File: config.mk
export PLATFORM = sky130hd
export DESIGN_NAME = regfile_requester
export DESIGN_NICKNAME = d
export VERILOG_FILES = /design/src/rtl/regfile_pkg.sv /design/src/rtl/regfile_requester.sv
export SDC_FILE = /design/constraint.sdc
export NUM_CORES = 1
export LEC_CHECK = 0
export ABC_AREA = 1
export CAP_MARGIN = 20
export CELL_PAD_IN_SITES_DETAIL_PLACEMENT = 2
export CELL_PAD_IN_SITES_GLOBAL_PLACEMENT = 2
export CORE_UTILIZATION = 21
export CTS_BUF_LIST = sky130_fd_sc_hd__clkbuf_8 sky130_fd_sc_hd__clkbuf_16
export CTS_CLUSTER_SIZE = 14
export DETAILED_ROUTE_END_ITERATION = 6
export GPL_TIMING_DRIVEN = 0
export PLACE_DENSITY = 0.78
export SYNTH_ARGS = -nofsm -noshare
export SYNTH_HDL_FRONTEND = slang
export SYNTH_SLANG_ARGS = --single-unit
export TNS_END_PERCENT = 30
File: constraint.sdc
create_clock -name clock -period 1.2 [get_ports clock]
set_input_delay 0.18 -clock clock [delete_from_list [all_inputs] [get_ports clock]]
set_output_delay 0.18 -clock clock [all_outputs]
set_load 0.02 [all_outputs]
File: src/rtl/regfile_pkg.sv
// Shared definitions for the register-file requester: FSM states and
// default geometry of the 2-port, 4-entry register file.
package regfile_pkg;

    typedef enum logic [1:0] {
        IDLE,
        RD_WAIT,
        RSP
    } state_t;

    localparam int RF_ADDR_W = 2;
    localparam int RF_DATA_W = 8;
    localparam int RF_RD_LAT = 2;

endpackage

File: src/rtl/regfile_requester.sv
// Register-file requester: turns a valid/ready read/write request stream
// into register-file port activity and returns read data on a valid/ready
// response stream.
// Optional feature: define REGFILE_REQUESTER_WRITE_ACK_EN so that writes
// also produce an acknowledge response (rsp_write = 1).
module regfile_requester
    import regfile_pkg::*;
#(
    parameter int ADDR_W = RF_ADDR_W,
    parameter int DATA_W = RF_DATA_W,
    parameter int RD_LAT = RF_RD_LAT
) (
    input  logic              clock,
    input  logic              reset_n,
    input  logic              req_valid,
    output logic              req_ready,
    input  logic              req_write,
    input  logic [ADDR_W-1:0] req_addr,
    input  logic [DATA_W-1:0] req_wdata,
    output logic              rsp_valid,
    input  logic              rsp_ready,
    output logic [DATA_W-1:0] rsp_rdata,
    output logic              rsp_write,
    output logic [ADDR_W-1:0] rf_write_address,
    output logic [DATA_W-1:0] rf_write_data,
    output logic              rf_write_en,
    output logic [ADDR_W-1:0] rf_read_address,
    input  logic [DATA_W-1:0] rf_read_data
);

    localparam int CNT_W = $clog2(RD_LAT) + 1;

    state_t             state;
    logic [CNT_W-1:0]   wait_cnt;

    // Requests are only taken while no read or response is outstanding.
    always_comb begin
        req_ready = (state == IDLE);
    end

    // Request FSM with registered register-file and response outputs.
    always_ff @(posedge clock) begin
        if (!reset_n) begin
            state            <= IDLE;
            wait_cnt         <= '0;
            rsp_valid        <= 1'b0;
            rsp_rdata        <= '0;
            rsp_write        <= 1'b0;
            rf_write_en      <= 1'b0;
            rf_write_address <= '0;
            rf_write_data    <= '0;
            rf_read_address  <= '0;
        end else begin
            rf_write_en <= 1'b0;
            case (state)
                IDLE: begin
                    if (req_valid) begin
                        if (req_write) begin
                            rf_write_address <= req_addr;
                            rf_write_data    <= req_wdata;
                            rf_write_en      <= 1'b1;
`ifdef REGFILE_REQUESTER_WRITE_ACK_EN
                            rsp_valid        <= 1'b1;
                            rsp_write        <= 1'b1;
                            rsp_rdata        <= req_wdata;
                            state            <= RSP;
`endif
                        end else begin
                            rf_read_address <= req_addr;
                            wait_cnt        <= CNT_W'(RD_LAT - 1);
                            state           <= RD_WAIT;
                        end
                    end
                end
                RD_WAIT: begin
                    // Counter stops at zero; data is sampled on that edge.
                    if (wait_cnt == '0) begin
                        rsp_rdata <= rf_read_data;
                        rsp_valid <= 1'b1;
                        rsp_write <= 1'b0;
                        state     <= RSP;
                    end else begin
                        wait_cnt <= wait_cnt - CNT_W'(1);
                    end
                end
                RSP: begin
                    if (rsp_ready) begin
                        rsp_valid <= 1'b0;
                        state     <= IDLE;
                    end
                end
                default: state <= IDLE;
            endcase
        end
    end

endmodule

==> Word level (Yosys, flattened, before mapping) <==
Cells that the tools add are included.
{ "op_classes": {"addsub": 1, "eq_ne": 7, "mux": 11, "bitwise_logic": 1, "reduce_logical": 11} }
{ "op_table": {"columns": ["operator", "count"], "rows": [
  ["$reduce_and A3 Y1", 4],
  ["$mux W2", 5],
  ["$ne A2 B2 Y1 const B", 5],
  ["$reduce_and A4 Y1", 2],
  ["$pmux W2 S3", 1],
  ["$logic_not A2 Y1", 2],
  ["$pmux W2 S2", 1],
  ["$reduce_bool A2 Y1", 2],
  ["$mux W1", 3],
  ["$eq A2 B1 Y1 const B", 1],
  ["$eq A2 B2 Y1 const B", 1],
  ["$pmux W1 S2", 1],
  ["$reduce_and A2 Y1", 1],
  ["$sub A2 B1 Y2 const B", 1],
  ["$not A1 Y1", 1]
]} }
{ "word_totals": {"reg_bits": 26, "input_bits": 23} }

==> Longest topological paths before layout <==
{ "depth": {"depth_word": 3, "ltp_mapped": 7, "mapped_depth_nobuf": 7} }

==> Worst setup path before layout <==
OpenSTA, ideal clock, no wires.
{ "synth_timing": {"path_kind": "reg2reg", "from": "register state[1]", "to": "register rf_write_address[0]", "arrival_ps": 1006, "setup_slack_ps": 81, "path_stages_with_launch": 6, "n_path_buf": 1, "synth_period_minus_slack_ps": 1119, "cell_sequence": "dfxtp_1 > nor2_4 > nand3_4 > buf_6 > o21ai_1 > nor2_1"} }
{ "synth_via": {"elab_chain_len": 2} }
{ "synth_rtl": {"columns": ["element", "line", "source"], "rows": [
  ["start, declared", "regfile_requester.sv:33", "state_t state;"],
  ["start signal, assigned", "regfile_requester.sv:44", "state <= IDLE;"],
  ["start signal, assigned", "regfile_requester.sv:71", "state <= RD_WAIT;"],
  ["start signal, assigned", "regfile_requester.sv:81", "state <= RSP;"],
  ["$logic_not A2 Y1", null, null],
  ["named net req_ready", "regfile_requester.sv:16", "output logic req_ready,"],
  ["$reduce_and A3 Y1 (no line)", null, null],
  ["end signal, assigned", "regfile_requester.sv:59", "rf_write_address <= req_addr;"],
  ["end, declared", "regfile_requester.sv:24", "output logic [ADDR_W-1:0] rf_write_address,"]
]} }
The timed path passes the listed nets, and every way through them passes these cells.
A chain may end at the register's enable or synchronous reset.

==> Worst setup path in the final report <==
{ "layout_timing": {"from": "register rsp_rdata[0]", "to": "output rsp_rdata[0]"} }
{ "layout_rtl": {"columns": ["element", "line", "source"], "rows": [
  ["start, declared", "regfile_requester.sv:22", "output logic [DATA_W-1:0] rsp_rdata,"],
  ["start signal, assigned", "regfile_requester.sv:78", "rsp_rdata <= rf_read_data;"]
]} }
No word-level cell between the ends.

==> flow_summary.json <==
{
  "status": "complete, but fails checks",
  "violations": "design-rule violations",
  "syn_area_mm2": 0.00101,
  "clk_latency_ps": 280,
  "ys_seq_area_share_pct": 51.7,
  "htreeDepth": 1,
  "grt_pass1_wl_mm": 5.20,
  "grt_pass1_vias": 1140,
  "grt_setup_unrepaired": "yes",
  "gp_congestion": 0.744,
  "drt-pass1-iter-count": 5,
  "p_per_area_mw_per_mm2": 1500,
  "grt_max_degree": 16,
  "fmax_mhz": 866,
  "slowest_delay_ps": 360,
  "crit_path_max_fanout": 2,
  "gr-total-overflow": 0,
  "worst_path_max_delay_cell": "dfxtp_1",
  "grt_use_total_pct": 13.3,
  "min_to": "rf_write_data[0]",
  "area_growth_pct": 60.2,
  "reg2reg_slack_ps": 70,
  "synth_top_family_by_area": "simple AND/OR/NAND/NOR gates",
  "tritoncts": "yes",
  "clockBufferDepth": 2,
  "die_w_um": 71.2,
  "avgSynthCellArea_um2": 7.86,
  "num_rows": 24,
  "synth-simple-area-share_pct": 26.2,
  "finalWirelength_mm": 3.38,
  "yosys.area_share.adder_pct": 1.24,
  "core_mm2": 0.00447,
  "seq_area_um2": 529,
  "drive_gt1_share_pct": 14.0,
  "drtAntennaViolNets": 0,
  "fillers": 524,
  "path_delay_family": "flip-flops",
  "multiInputGateArea_um2": 432,
  "path_clk_slew_ps": 100,
  "setup_viol": 0,
  "antenna_cells": 0,
  "die_h_um": 71.2,
  "num_vias": 1035,
  "synth-seq-cells": 26,
  "synthXorXnorAreaFrac_pct": 0,
  "wl_per_cell_um": 14.7,
  "cts_root_buffer": "clkbuf_8",
  "period_minus_slack_ps": 1160,
  "crit_buf_inv": 1,
  "drt_iter0_markers": 28,
  "io_pins": 47,
  "final_core_util_pct": 36.0,
  "port-buffer-count": 45,
  "critPathArrivalTime_ps": 980,
  "p_leak_nw": 0.716,
  "synth_cells": 128,
  "cp.required_ps": 1020,
  "finalCritPeriodShare_pct": 96.3,
  "synth_compound_area_share_pct": 12.8,
  "vdd_drop_max_uv": 486,
  "finClkSkew_ps": 2.62,
  "hold_viol": 0,
  "synthMuxAreaShare_pct": 0,
  "r2r_start": "state[0]",
  "start_util_pct": 22.5,
  "final_nets": 203,
  "r2r_cells": 6,
  "cts_sinks": 26,
  "rr_endpoint": "rf_write_data[1]",
  "critPathKind": "reg2out",
  "yosys_warnings": 0,
  "synth_cell_types": 21,
  "holdCritStartpoint": "req_valid",
  "holdPathStages": 4,
  "hold_slack_ps": 344,
  "hp-class": "in2reg",
  "ctsHoldBuffers": 0,
  "hpwlAfterDp_mm": 2.44,
  "die_area_mm2": 0.00507,
  "drc": 4,
  "start_kind": "register",
  "max_cap_violations": 0,
  "syn_nets": 152,
  "cts-buffers-inserted": 3,
  "viasPerCell": 4.50,
  "crit_path_end_kind": "output pin",
  "path_cells": "dlygate4sd2_1",
  "maxSlewViolCount": 0,
  "antenna_found_initial": 0
}
[cell usage after synthesis]
master / instances / area, um^2
inv_1: 9 / 33.8
buf_6: 2 / 22.5
clkinv_2: 1 / 5.00
nand2_1: 24 / 90.1
nor2_1: 26 / 97.6
nand3_4: 1 / 17.5
conb_1: 1 / 3.75
ha_1: 1 / 12.5
dfxtp_1: 26 / 521
o21ai_0: 2 / 10.0
buf_4: 1 / 7.51
clkbuf_1: 1 / 3.75
buf_1: 1 / 3.75
a21oi_1: 14 / 70.1
nand3_2: 1 / 10.0
nand3b_1: 1 / 7.51
nor2_4: 1 / 11.3
o21ai_1: 8 / 40.0
o21ai_2: 1 / 8.76
nand3_1: 5 / 25.0
nor3_1: 1 / 5.00
[registers in the layout, indices dropped and copies added, names as in the netlist]
register	flops
rf_write_data	8
rsp_rdata	8
rf_read_address	2
rf_write_address	2
rf_write_en	1
state	2
rsp_valid	1
wait_cnt	2
[worst max path at each step]
| stage | from | depth (start not counted) | slack [ps] | end |
|---|---|---|---|---|
| 2_1_floorplan | state[1] | 5 | 80 | rf_write_address[0] |
| 3_3_place_gp | reset_n | 4 | -310 | rf_write_en |
| 3_5_place_dp | reset_n | 4 | -340 | rf_read_address[0] |
| 4_1_cts | state[1] | 2 | -180 | req_ready |
| 5_1_grt | wait_cnt[0] | 7 | -20 | wait_cnt[1] |
| 6_report | rsp_rdata[0] | 1 | 40 | rsp_rdata[0] |
[worst reg2reg max path: stages (launching register included)]
cell     delay (ps)
dfxtp_4         380
nor2_4          110
buf_6           130
nand3_4          70
buf_6           150
o21ai_1         130
nor2_1           50
[placed cells by master, fill, tap and decap left out]
cell             instances
a21oi_1                 12
a21oi_2                  2
buf_1                    1
buf_2                    1
buf_4                    1
buf_6                    3
bufinv_16                1
clkbuf_2                 1
clkbuf_8                 3
clkdlybuf4s15_1          2
clkdlybuf4s50_1         21
clkinv_2                 1
conb_1                   1
dfxtp_1                 23
dfxtp_2                  1
dfxtp_4                  2
dlygate4sd2_1           20
dlymetal6s2s_1           1
ha_4                     1
inv_1                    6
inv_2                    2
inv_4                    1
nand2_1                 24
nand3_1                  5
nand3_2                  1
nand3_4                  1
nand3b_1                 1
nor2_1                  25
nor2_2                   1
nor2_4                   1
nor3_1                   1
o21ai_0                  1
o21ai_1                  9
o21ai_2                  1
[area by class of cell]
type                       instances  area share [%]
sequential                        26            32.8
clock inverter                     1            1.86
tap                               52            4.04
timing repair buffer              46            26.9
clock buffer                       3            2.56
multi-input combinational         87            26.8
inverter                          10            2.56
buffer                             5            2.41
[power breakdown]
group	switching [mW]	total (mW)	internal (mW)
registers	0.0610	1.01	0.953
clock network	0.299	0.746	0.447
logic	0.367	0.651	0.284
total	0.727	2.41	1.68
[routing by layer]
metal	track usage (%)	up-vias	share of wire, %
met3	2.11	4	6.1
met4	5.33	0	1.4
met1	13.5	491	37
li1	-	504	-
met2	26.7	36	56
met5	0	-	0
[kinds of logic (layout without fill, tap and decap cells)]
logic type | Yosys count | in the layout
AO/OA/AOI/OAI | 25 | 25
adder cells (fa/ha/maj) | 1 | 1
buffers and inverters | 15 | 65
flip-flops | 26 | 26
other | 1 | 1
AND/OR/NAND/NOR | 60 | 60
[metrics by stage]
stage / cells / setup WS (ps) / power [mW] / setup TNS [ps] / cell area [um^2]
CTS: 229 / -183 / 2.39 / -205 / 1570
floorplan: 128 / 81.2 / 1.36 / 0 / 1010
detailed placement: 225 / -344 / 1.67 / -5760 / 1520
finish: 230 / 44.6 / 2.41 / 0 / 1610
global placement: 225 / -314 / 1.64 / -5180 / 1520
global route: 230 / -24.9 / 2.55 / -45.5 / 1610
[repair_timing]
action | 4_1_cts | 5_1_grt
buffers inserted | 0 | 1
gates resized for setup | 29 | 17
pin swaps | 0 | 2
setup endpoints to repair | 37 | 26
Note: power is estimated with default switching activity, not from simulation.
